[src/rtl/load_store_unit.sv]
// load_store_unit: memory-stage load/store unit sharing one Data_Memory port.
// Stores are absorbed by an in-order write buffer that drains on idle port cycles.
// Loads run through a one-cycle LOAD state and return a single rsp_valid pulse.
// Optional feature macro: LSU_STORE_FWD_EN (store-to-load forwarding from the buffer).
module load_store_unit #(
  parameter int unsigned DATA_W  = 16,
  parameter int unsigned ADDR_W  = 16,
  parameter int unsigned DEPTH   = 4,
  parameter int unsigned MATCH_W = 3
) (
  input  logic              clk,
  input  logic              rst,
  input  logic              req_valid,
  output logic              req_ready,
  input  logic              req_we,
  input  logic [ADDR_W-1:0] req_addr,
  input  logic [DATA_W-1:0] req_wdata,
  output logic              rsp_valid,
  output logic [DATA_W-1:0] rsp_rdata,
  output logic              busy,
  output logic [15:0]       mem_access_addr,
  output logic [15:0]       mem_write_data,
  output logic              mem_write_en,
  output logic              mem_read,
  input  logic [15:0]       mem_read_data
);

  localparam int unsigned PTR_W = $clog2(DEPTH);
  localparam int unsigned CNT_W = PTR_W + 1;

  // Reject parameter sets the buffer indexing and forwarding compare cannot support.
  if ((DEPTH < 2) || ((DEPTH & (DEPTH - 1)) != 0) || (MATCH_W > ADDR_W) || (MATCH_W == 0))
  begin : g_bad_param
    $error("load_store_unit: invalid DEPTH or MATCH_W");
  end

  typedef enum logic {
    IDLE = 1'b0,
    LOAD = 1'b1
  } state_e;

  state_e              state_q;
  logic [ADDR_W-1:0]   buf_addr_q [DEPTH];
  logic [DATA_W-1:0]   buf_data_q [DEPTH];
  logic [PTR_W-1:0]    head_q, head_d;
  logic [PTR_W-1:0]    tail_q, tail_d;
  logic [CNT_W-1:0]    count_q, count_d;
  logic [ADDR_W-1:0]   ld_addr_q;
  logic                rsp_valid_q;
  logic [DATA_W-1:0]   rsp_rdata_q;

  logic store_ok;
  logic load_ok;
  logic accept;
  logic push;
  logic ld_go;
  logic drain;

  logic              fwd_hit;
  logic [DATA_W-1:0] fwd_data;

`ifdef LSU_STORE_FWD_EN
  logic [PTR_W-1:0] fwd_idx;

  // Youngest valid entry aliasing the load address wins; scan oldest to youngest.
  always_comb begin
    fwd_hit  = 1'b0;
    fwd_data = '0;
    fwd_idx  = '0;
    for (int unsigned i = 0; i < DEPTH; i++) begin
      fwd_idx = head_q + PTR_W'(i);
      if ((CNT_W'(i) < count_q) &&
          (buf_addr_q[fwd_idx][MATCH_W-1:0] == ld_addr_q[MATCH_W-1:0])) begin
        fwd_hit  = 1'b1;
        fwd_data = buf_data_q[fwd_idx];
      end
    end
  end
`else
  assign fwd_hit  = 1'b0;
  assign fwd_data = '0;
`endif

  // Request acceptance: stores need a free slot, loads need IDLE (and an empty buffer without forwarding).
  always_comb begin
    store_ok = (state_q == IDLE) && (count_q < CNT_W'(DEPTH));
`ifdef LSU_STORE_FWD_EN
    load_ok  = (state_q == IDLE);
`else
    load_ok  = (state_q == IDLE) && (count_q == '0);
`endif
    req_ready = !rst && (req_we ? store_ok : load_ok);
  end

  assign accept = req_valid && req_ready;
  assign push   = accept && req_we;
  assign ld_go  = accept && !req_we;
  assign drain  = (state_q == IDLE) && (count_q != '0) && !accept;

  // Buffer pointer and occupancy bookkeeping; push and drain are mutually exclusive.
  always_comb begin
    head_d  = head_q;
    tail_d  = tail_q;
    count_d = count_q;
    if (push) begin
      tail_d  = tail_q + PTR_W'(1);
      count_d = count_q + CNT_W'(1);
    end else if (drain) begin
      head_d  = head_q + PTR_W'(1);
      count_d = count_q - CNT_W'(1);
    end
  end

  // Single memory port: drain write or load read, otherwise all zeros.
  always_comb begin
    mem_access_addr = '0;
    mem_write_data  = '0;
    mem_write_en    = 1'b0;
    mem_read        = 1'b0;
    if (drain) begin
      mem_access_addr = 16'(buf_addr_q[head_q]);
      mem_write_data  = 16'(buf_data_q[head_q]);
      mem_write_en    = 1'b1;
    end else if ((state_q == LOAD) && !fwd_hit) begin
      mem_access_addr = 16'(ld_addr_q);
      mem_read        = 1'b1;
    end
  end

  assign busy      = (count_q != '0) || (state_q == LOAD);
  assign rsp_valid = rsp_valid_q;
  assign rsp_rdata = rsp_rdata_q;

  // State register, write buffer storage and load FSM with registered response.
  always_ff @(posedge clk or posedge rst) begin
    if (rst) begin
      state_q     <= IDLE;
      head_q      <= '0;
      tail_q      <= '0;
      count_q     <= '0;
      ld_addr_q   <= '0;
      rsp_valid_q <= 1'b0;
      rsp_rdata_q <= '0;
      for (int unsigned i = 0; i < DEPTH; i++) begin
        buf_addr_q[i] <= '0;
        buf_data_q[i] <= '0;
      end
    end else begin
      head_q      <= head_d;
      tail_q      <= tail_d;
      count_q     <= count_d;
      rsp_valid_q <= 1'b0;
      if (push) begin
        buf_addr_q[tail_q] <= req_addr;
        buf_data_q[tail_q] <= req_wdata;
      end
      case (state_q)
        IDLE: begin
          if (ld_go) begin
            ld_addr_q <= req_addr;
            state_q   <= LOAD;
          end
        end
        LOAD: begin
          state_q     <= IDLE;
          rsp_valid_q <= 1'b1;
          rsp_rdata_q <= fwd_hit ? fwd_data : DATA_W'(mem_read_data);
        end
        default: state_q <= IDLE;
      endcase
    end
  end

endmodule

[config.mk]
export PLATFORM = sky130hd
export DESIGN_NAME = load_store_unit
export DESIGN_NICKNAME = d
export VERILOG_FILES = /design/src/rtl/load_store_unit.sv
export SDC_FILE = /design/constraint.sdc
export NUM_CORES = 1
export LEC_CHECK = 0
export ABC_AREA = 1
export BUFFER_PORTS_ARGS = -buffer_cell sky130_fd_sc_hd__buf_2
export CORE_MARGIN = 3
export CORE_UTILIZATION = 50
export CTS_BUF_LIST = sky130_fd_sc_hd__clkbuf_2
export CTS_CLUSTER_SIZE = 24
export DETAILED_ROUTE_END_ITERATION = 8
export PLACE_DENSITY = 0.71
export SYNTH_ARGS = -nofsm -noshare
export SYNTH_HDL_FRONTEND = slang
export SYNTH_SLANG_ARGS = --single-unit
[constraint.sdc]
create_clock -name clk -period 6.75 [get_ports clk]
set_input_delay 0.3375 -clock clk [delete_from_list [all_inputs] [get_ports clk]]
set_output_delay 0.3375 -clock clk [all_outputs]
set_load 0.1 [all_outputs]
==> results, run 1 <==
- The run finished with clean final reports.
- In this run the vertical extent of the chip is 131 um.
- The total setup violations reported at the end of the flow is 0.
- The kind of cell with the highest combined delay along the critical path is buffers and inverters.
- The share of the yosys chip area belonging to registers is 0.542.
- The die is 131 um wide.
- The hold violation total from the final report was 0.
- The most common cell type on the critical path is sky130_fd_sc_hd__nand2_1.
- Setup slack closes at 2.41 ns.
- Routability-driven placement finished with a final weighted congestion of 0.768.
- For the final database, setup skew stands at 0.0171 ns.
- Along the worst hold path, the cell count comes to 4.
- The worst register-to-register path begins at state_q.
- In this run the mean area of a mapped cell was 7.85 um2.
- The number of iterations in the first detailed-routing pass is 7.
- The cell area after technology mapping is 7810 um2.
- The H-tree depth is 4.
- The number of warnings reported in the yosys synthesis log is 0.
- For this run, the share of the core covered by cells in the final layout is 0.591.
- Wires add up to 19.5 mm.
- The worst hold-check path type is primary input to flip-flop.
- The initial antenna violation count was 1.
- Headroom to the max-slew limit came out at 0.242.
- The worst setup path is launched from a flip-flop.
- The count of standard-cell rows is 45.
- TritonCTS built the clock tree.
- The count of buffers added on input and output ports is 104.
- The final max-slew violation count is 0.
- STA puts the critical path data required time at 6.41 ns.
- The total of max-cap violations is 0.
- The post-layout net count is 1174.
- The area of the core is 15300 um2.
- The number of global-route vias before repair is 6410.
- The net count after synthesis is 1051.
- Counting every instance in the synthesized netlist gives 994.
- Of the available clock period, the critical path in the final layout requires 0.643.
- The sequential cell area in the final layout is 4230 um2.
- Entering global routing, the biggest net connects 108 pins.
- From synthesis to final layout, the design area changed by 15.6%.
- The worst setup path category is flip-flop to output pin.
- After detailed routing, the number of remaining DRC violations is 0.
- The data arrival time at the worst-slack endpoint is 4.00 ns.
- The total overflow left after global routing is 0.
- For this run, the total global-route usage over all layers was measured as 0.238.
- The clock root buffer is sky130_fd_sc_hd__clkbuf_2.
- The final HPWL from detailed placement is 11.1 mm.
- The maximum root-to-sink buffer count is 2.
- After the first detailed-routing iteration, the DRC count stood at 569.
- Subtracting the final worst setup slack from the clock period gives 4.34 ns.
- In this run, synthesis produced a sequential element count of 169.
- At the pin with the least slew margin, the transition time is 1.14 ns.
- The clock latency on the worst-skew pair is 0.75 ns.
- The delay contributed by the slowest stage of the critical path is 0.79 ns.
- Of all cell types, the one taking the most synthesized area is sky130_fd_sc_hd__dfrtp_1.
- The maximum achievable frequency is 230 MHz.
- In the final layout, the multi-input gates occupy 3100 um2.
- The total die area is 17100 um2.
- Of all nets on the critical path, the largest fanout is 34.
- For the final routed database, the setup TNS stands at 0 ns.
- Fill cells in the final layout number 1410.
- Measured in cells, the most critical reg-to-reg path has a length of 8.
- OpenSTA, run right after detailed placement, puts the worst setup slack at 3.20 ns.
- The end of the worst hold path is rsp_rdata[13].
- The number of antenna-violating nets in the routed design is 0.
- The average wire length per cell after detail routing is 14.5 um.
- In the routed layout, each cell is associated on average with a via count of 4.99.
- Setup repair after global routing left no endpoint under its margin.
- The first global-routing pass estimated 32.1 mm of wire.
- The count of cell types in the netlist is 23.
- The start point of the worst hold path is mem_read_data[13].
- For this block, the via count after detailed routing is 6694.
- The fraction of layout instances using a drive strength above 1 is 0.136.
- The initial utilization of the core area, before any placement, comes to 0.512.
- Clock-pin slew was measured on the worst setup and hold paths at 0.23 ns.
- After synthesis, the cell types taking the most area are sky130_fd_sc_hd__dfrtp_1 (54%), sky130_fd_sc_hd__nand2_1 (23%), sky130_fd_sc_hd__o21ai_0 (5.6%), sky130_fd_sc_hd__nor2_1 (5.0%), sky130_fd_sc_hd__buf_6 (1.7%).
- In this run the count of I/O pins placed on the die edge is 105.
- In this run, CTS created clock tree buffers numbering 17.
- The area share of the leading cell type in the synthesized netlist is 0.542.
- The number of buffer and inverter instances along the worst setup path is 3.
- The slowest stage of the critical path is the sky130_fd_sc_hd__dfrtp_1 cell.
- The signal on the critical path passes through inv_2, nand2_1, nor2_1, nand3_1, nand2_1, inv_2, nand2_1, o21ai_0, buf_2.
- In this run the critical register-to-register path is captured at head_q[0].
- The clock sink count is 169.
- The type of destination of the critical path is an output pin.
- The buffer count from post-CTS setup fixing is 0.
- The setup check on the worst reg-to-reg path leaves a slack of 3.84 ns.
==> metal layers <==
layer	share of wire	vias to the layer above	global-route usage
li1	-	3331	-
met1	0.45	3146	0.325
met2	0.47	187	0.385
met3	0.057	30	0.0484
met4	0.018	0	0.0768
met5	0	-	0
==> kinds of logic after synthesis <==
group           after synthesis  share of synthesized area
fa+ha+maj                     5                    0.00898
flops                       169                      0.542
compound gates              132                     0.0872
xor+xnor                      1                    0.00112
buf+inv                      88                     0.0609
simple gates                599                      0.300
==> worst max path at each step <==
stage / slack (ns) / end / start / depth (start not counted)
2_1_floorplan: 0.54 / count_q[2] / rst / 9
3_3_place_gp: 3.35 / mem_access_addr[1] / state_q / 9
3_5_place_dp: 3.20 / mem_access_addr[13] / state_q / 9
4_1_cts: 2.33 / mem_access_addr[13] / state_q / 9
5_1_grt: 1.94 / mem_access_addr[13] / state_q / 9
6_report: 2.41 / mem_access_addr[13] / state_q / 9
==> flip-flops by register name, indices dropped and copies added, names as in the netlist <==
register and cells:
buf_addr_q 64, buf_data_q 64, head_q 2, rsp_rdata 16, ld_addr_q 16, tail_q 2
count_q 3, rsp_valid 1, state_q 1
==> placed cells by master (no fill, tap or decap), types with 3 or more instances in the layout <==
master | netlist | routed
sky130_fd_sc_hd__clkbuf_2 | 0 | 19
sky130_fd_sc_hd__bufinv_16 | 0 | 3
sky130_fd_sc_hd__o21ai_0 | 88 | 88
sky130_fd_sc_hd__inv_1 | 29 | 28
sky130_fd_sc_hd__o21ai_1 | 11 | 11
sky130_fd_sc_hd__buf_2 | 6 | 104
sky130_fd_sc_hd__buf_4 | 12 | 5
sky130_fd_sc_hd__nor2_1 | 103 | 103
sky130_fd_sc_hd__nand3_1 | 6 | 6
sky130_fd_sc_hd__nand2_4 | 4 | 4
sky130_fd_sc_hd__nor2_4 | 5 | 5
sky130_fd_sc_hd__ha_1 | 4 | 4
sky130_fd_sc_hd__dlygate4sd3_1 | 0 | 51
sky130_fd_sc_hd__dfrtp_1 | 169 | 168
sky130_fd_sc_hd__clkinv_2 | 0 | 7
sky130_fd_sc_hd__nand2_1 | 478 | 478
sky130_fd_sc_hd__a21oi_1 | 17 | 17
sky130_fd_sc_hd__o22ai_1 | 16 | 16
==> worst register-to-register path: stages (launching register included) <==
cell                      delay, ns
sky130_fd_sc_hd__dfrtp_1       0.66
sky130_fd_sc_hd__inv_2         0.54
sky130_fd_sc_hd__nand2_1       0.10
sky130_fd_sc_hd__nor2_1        0.11
sky130_fd_sc_hd__nand3_1       0.12
sky130_fd_sc_hd__nand2_1       0.66
sky130_fd_sc_hd__inv_2         0.40
sky130_fd_sc_hd__nor2_1        0.18
sky130_fd_sc_hd__nor2_1        0.05
==> Yosys cell counts (all sizes together) <==
cell    count
a21oi      17
buf        30
clkbuf     26
dfrtp     169
fa          1
ha          4
inv        32
nand2     482
nand3       7
nand4       1
nor2      109
o21ai      99
o22ai      16
xor2        1
==> area by class of cell <==
class / count / share of cell area
diodes: 1 / 0.000277
clock buffers: 19 / 0.0105
clock inverters: 12 / 0.0147
inverters: 32 / 0.0141
multi-input cells: 737 / 0.344
flip-flops and latches: 169 / 0.469
well taps: 211 / 0.0293
repair buffers: 160 / 0.118
==> per-stage QoR <==
stage               hold slack (ns)  cell area, um2  instances
floorplan                     0.370            7810        994
global placement              0.448            8280       1258
detailed placement            0.453            8280       1258
CTS                           0.238            9020       1340
global route                  0.261            9020       1341
finish                        0.294            9020       1341
==> timing repair <==
item / 4_1_cts / 5_1_grt
gates resized for setup: 0 / 0
hold buffers: 51 / 0
endpoints found under the hold margin: 267 / 0
Power of run 1 is left out: the tool's default activity adds up to more than one toggle a clock period on the data nets, which glitch-free logic cannot reach.
==> inputs of run 2 (changes only) <==
==> constraint.sdc (replaced) <==
create_clock -name clk -period 4.4 [get_ports clk]
set_input_delay 0.22 -clock clk [delete_from_list [all_inputs] [get_ports clk]]
set_output_delay 0.22 -clock clk [all_outputs]
set_load 0.1 [all_outputs]
==> results, run 2 (same netlist as run 1, synthesis figures left out) <==
- The run finished with clean final reports.
- The count of standard-cell rows is 45.
- Timing would allow up to 308 MHz.
- The clock net in this run drives a total of 169 sinks.
- Setup repair after global routing left no endpoint under its margin.
- At the pin with the least slew margin, the transition time is 0.931 ns.
- Setup violations remaining at the end of the flow were counted as 0.
- The maximum root-to-sink buffer count is 2.
- The floorplan step set the die height to 131 um.
- Between clock sinks in the finished design, the worst skew comes to 0.0228 ns.
- The number of iterations in the first detailed-routing pass is 5.
- 105 I/O pins were placed.
- The routed design could run at a clock period as short as 3.25 ns.
- The relative max-transition margin is 0.378.
- During placement, the flow inserted port buffers numbering 104.
- For the worst-skew pair, the clock arrives at the later sink with an insertion delay of 0.74 ns.
- The root buffer cell chosen for the clock tree is sky130_fd_sc_hd__clkbuf_2.
- The setup TNS is 0 ns.
- The share of the core filled with cells in the final layout is 0.597.
- In the final design database the tool counted 1179 nets.
- The buffer count from post-CTS setup fixing is 0.
- The post-route clock period utilization is 0.738.
- The tightest min-delay check is of the primary input to flip-flop type.
- The global router's overall resource usage is 0.237.
- The global-route wire length before repair is 32.3 mm.
- Final hold analysis gives a worst-case slack of 0.188 ns.
- The detailed-route wire length is 19.6 mm.
- The initial antenna violation count is 0.
- The synthesis-to-layout area growth is 16.7%.
- The per-cell via count in the routed design is 5.02.
- The setup path with the least slack is of type flip-flop to output pin.
- STA classifies the critical path startpoint as a flip-flop.
- The starting density of the core is 0.512.
- The number of global-route vias before repair is 6368.
- The cell area after placement is 8320 um2.
- The cell area after layout is 9110 um2.
- The routability congestion estimate from global placement is 0.789.
- The total number of vias is 6768.
- The worst-case register-to-register setup slack is 2.13 ns.
- The fraction of layout instances using a drive strength above 1 is 0.141.
- Leaving out fill and tap cells, the most frequent cells in the layout are sky130_fd_sc_hd__nand2_1 (478), sky130_fd_sc_hd__dfrtp_1 (168), sky130_fd_sc_hd__buf_2 (104), sky130_fd_sc_hd__nor2_1 (103), sky130_fd_sc_hd__o21ai_0 (88).
- The TritonCTS clock tree is built.
- In this run the horizontal extent of the chip is 131 um.
- The first-iteration detailed-routing DRC count is 468.
- STA puts the critical path data required time at 4.18 ns.
- The die covers 17100 um2.
- The most frequent standard cell in the layout excluding fill and tap cells is sky130_fd_sc_hd__nand2_1.
- Of all nets on the critical path, the largest fanout is 28.
- The tool flagged a number of max-cap violations equal to 0.
- The worst setup path is captured at an output pin.
- After clock tree synthesis, the clock-pin slew on the worst setup and hold paths is 0.25 ns.
- The hold violation total from the final report was 0.
- The final max-slew violation count is 0.
- Buffers inserted during clock tree synthesis total 17.
- In this run the remaining antenna-violating nets after routing total 0.
- STA puts the critical path data arrival time at 3.03 ns.
- The HPWL after detailed placement is 11.2 mm.
- In the final layout, the registers with the most flip-flops are buf_addr_q: 64 flops, buf_data_q: 64 flops.
- The pin count of the biggest net entering global routing is 170.
- The H-tree generated during clock tree synthesis spans 4 levels.
- The area of the core is 15300 um2.
- The average wire length per cell after detail routing is 14.5 um.
- The number of DRC violations after detailed routing is 0.
- The global-route congestion overflow total is 0.
run 2: changes by cell type in the layout (fill, tap and decap cells not counted), sizes merged:
cell / delta
buf: +4
clkbuf: -2
clkinv: -1
clkinvlp: +3
dlygate4sd3: +1
inv: +1
run 2: layout make-up:
class	instances	area, um2
tap	211	264
inverter	32	126
timing repair buffer	165	1120
clock inverter	15	176
clock buffer	17	85.1
sequential	169	4230
multi-input combinational	737	3100
fill	1430	6150
antenna	1	2.50
run 2: path summary, 6_finish.rpt:
check	from	to	cells after the start
setup / recovery	head_q[0]	mem_write_data[15]	5
hold / removal	mem_read_data[10]	rsp_rdata[10]	4
setup reg to reg	state_q	buf_addr_q[2]	8
hold reg to reg	buf_data_q[1]	buf_data_q[1]	2
max in group asynchronous	rst	head_q[0]	4
min in group asynchronous	rst	rsp_rdata[15]	4
run 2: through the flow:
step	instances	setup WS (ns)
floorplan	994	0.175
global placement	1262	2.00
detailed placement	1262	1.99
CTS	1346	1.14
finish	1347	1.15
global route	1346	0.923
run 2: metal layers:
metal / up-vias / routed length (um) / GRT usage
met2: 187 / 9100 / 0.367
met4: 0 / 261 / 0.0678
met3: 19 / 892 / 0.0435
li1: 3347 / - / -
met5: - / 0 / 0
met1: 3215 / 9310 / 0.343
run 2: critical path, cell delays in order, from the launching register on:
cell                      delay (ns)
sky130_fd_sc_hd__dfrtp_2        0.45
sky130_fd_sc_hd__inv_1          0.65
sky130_fd_sc_hd__buf_4          0.40
sky130_fd_sc_hd__o21ai_0        0.13
sky130_fd_sc_hd__a21oi_1        0.21
sky130_fd_sc_hd__buf_2          0.46
run 2: what timing repair did:
item | 4_1_cts | 5_1_grt
hold endpoints to repair | 334 | 0
endpoints found under the setup margin | 0 | 0
hold buffers | 52 | 0
gates resized for setup | 0 | 0
Power of run 2 is left out for the same reason.
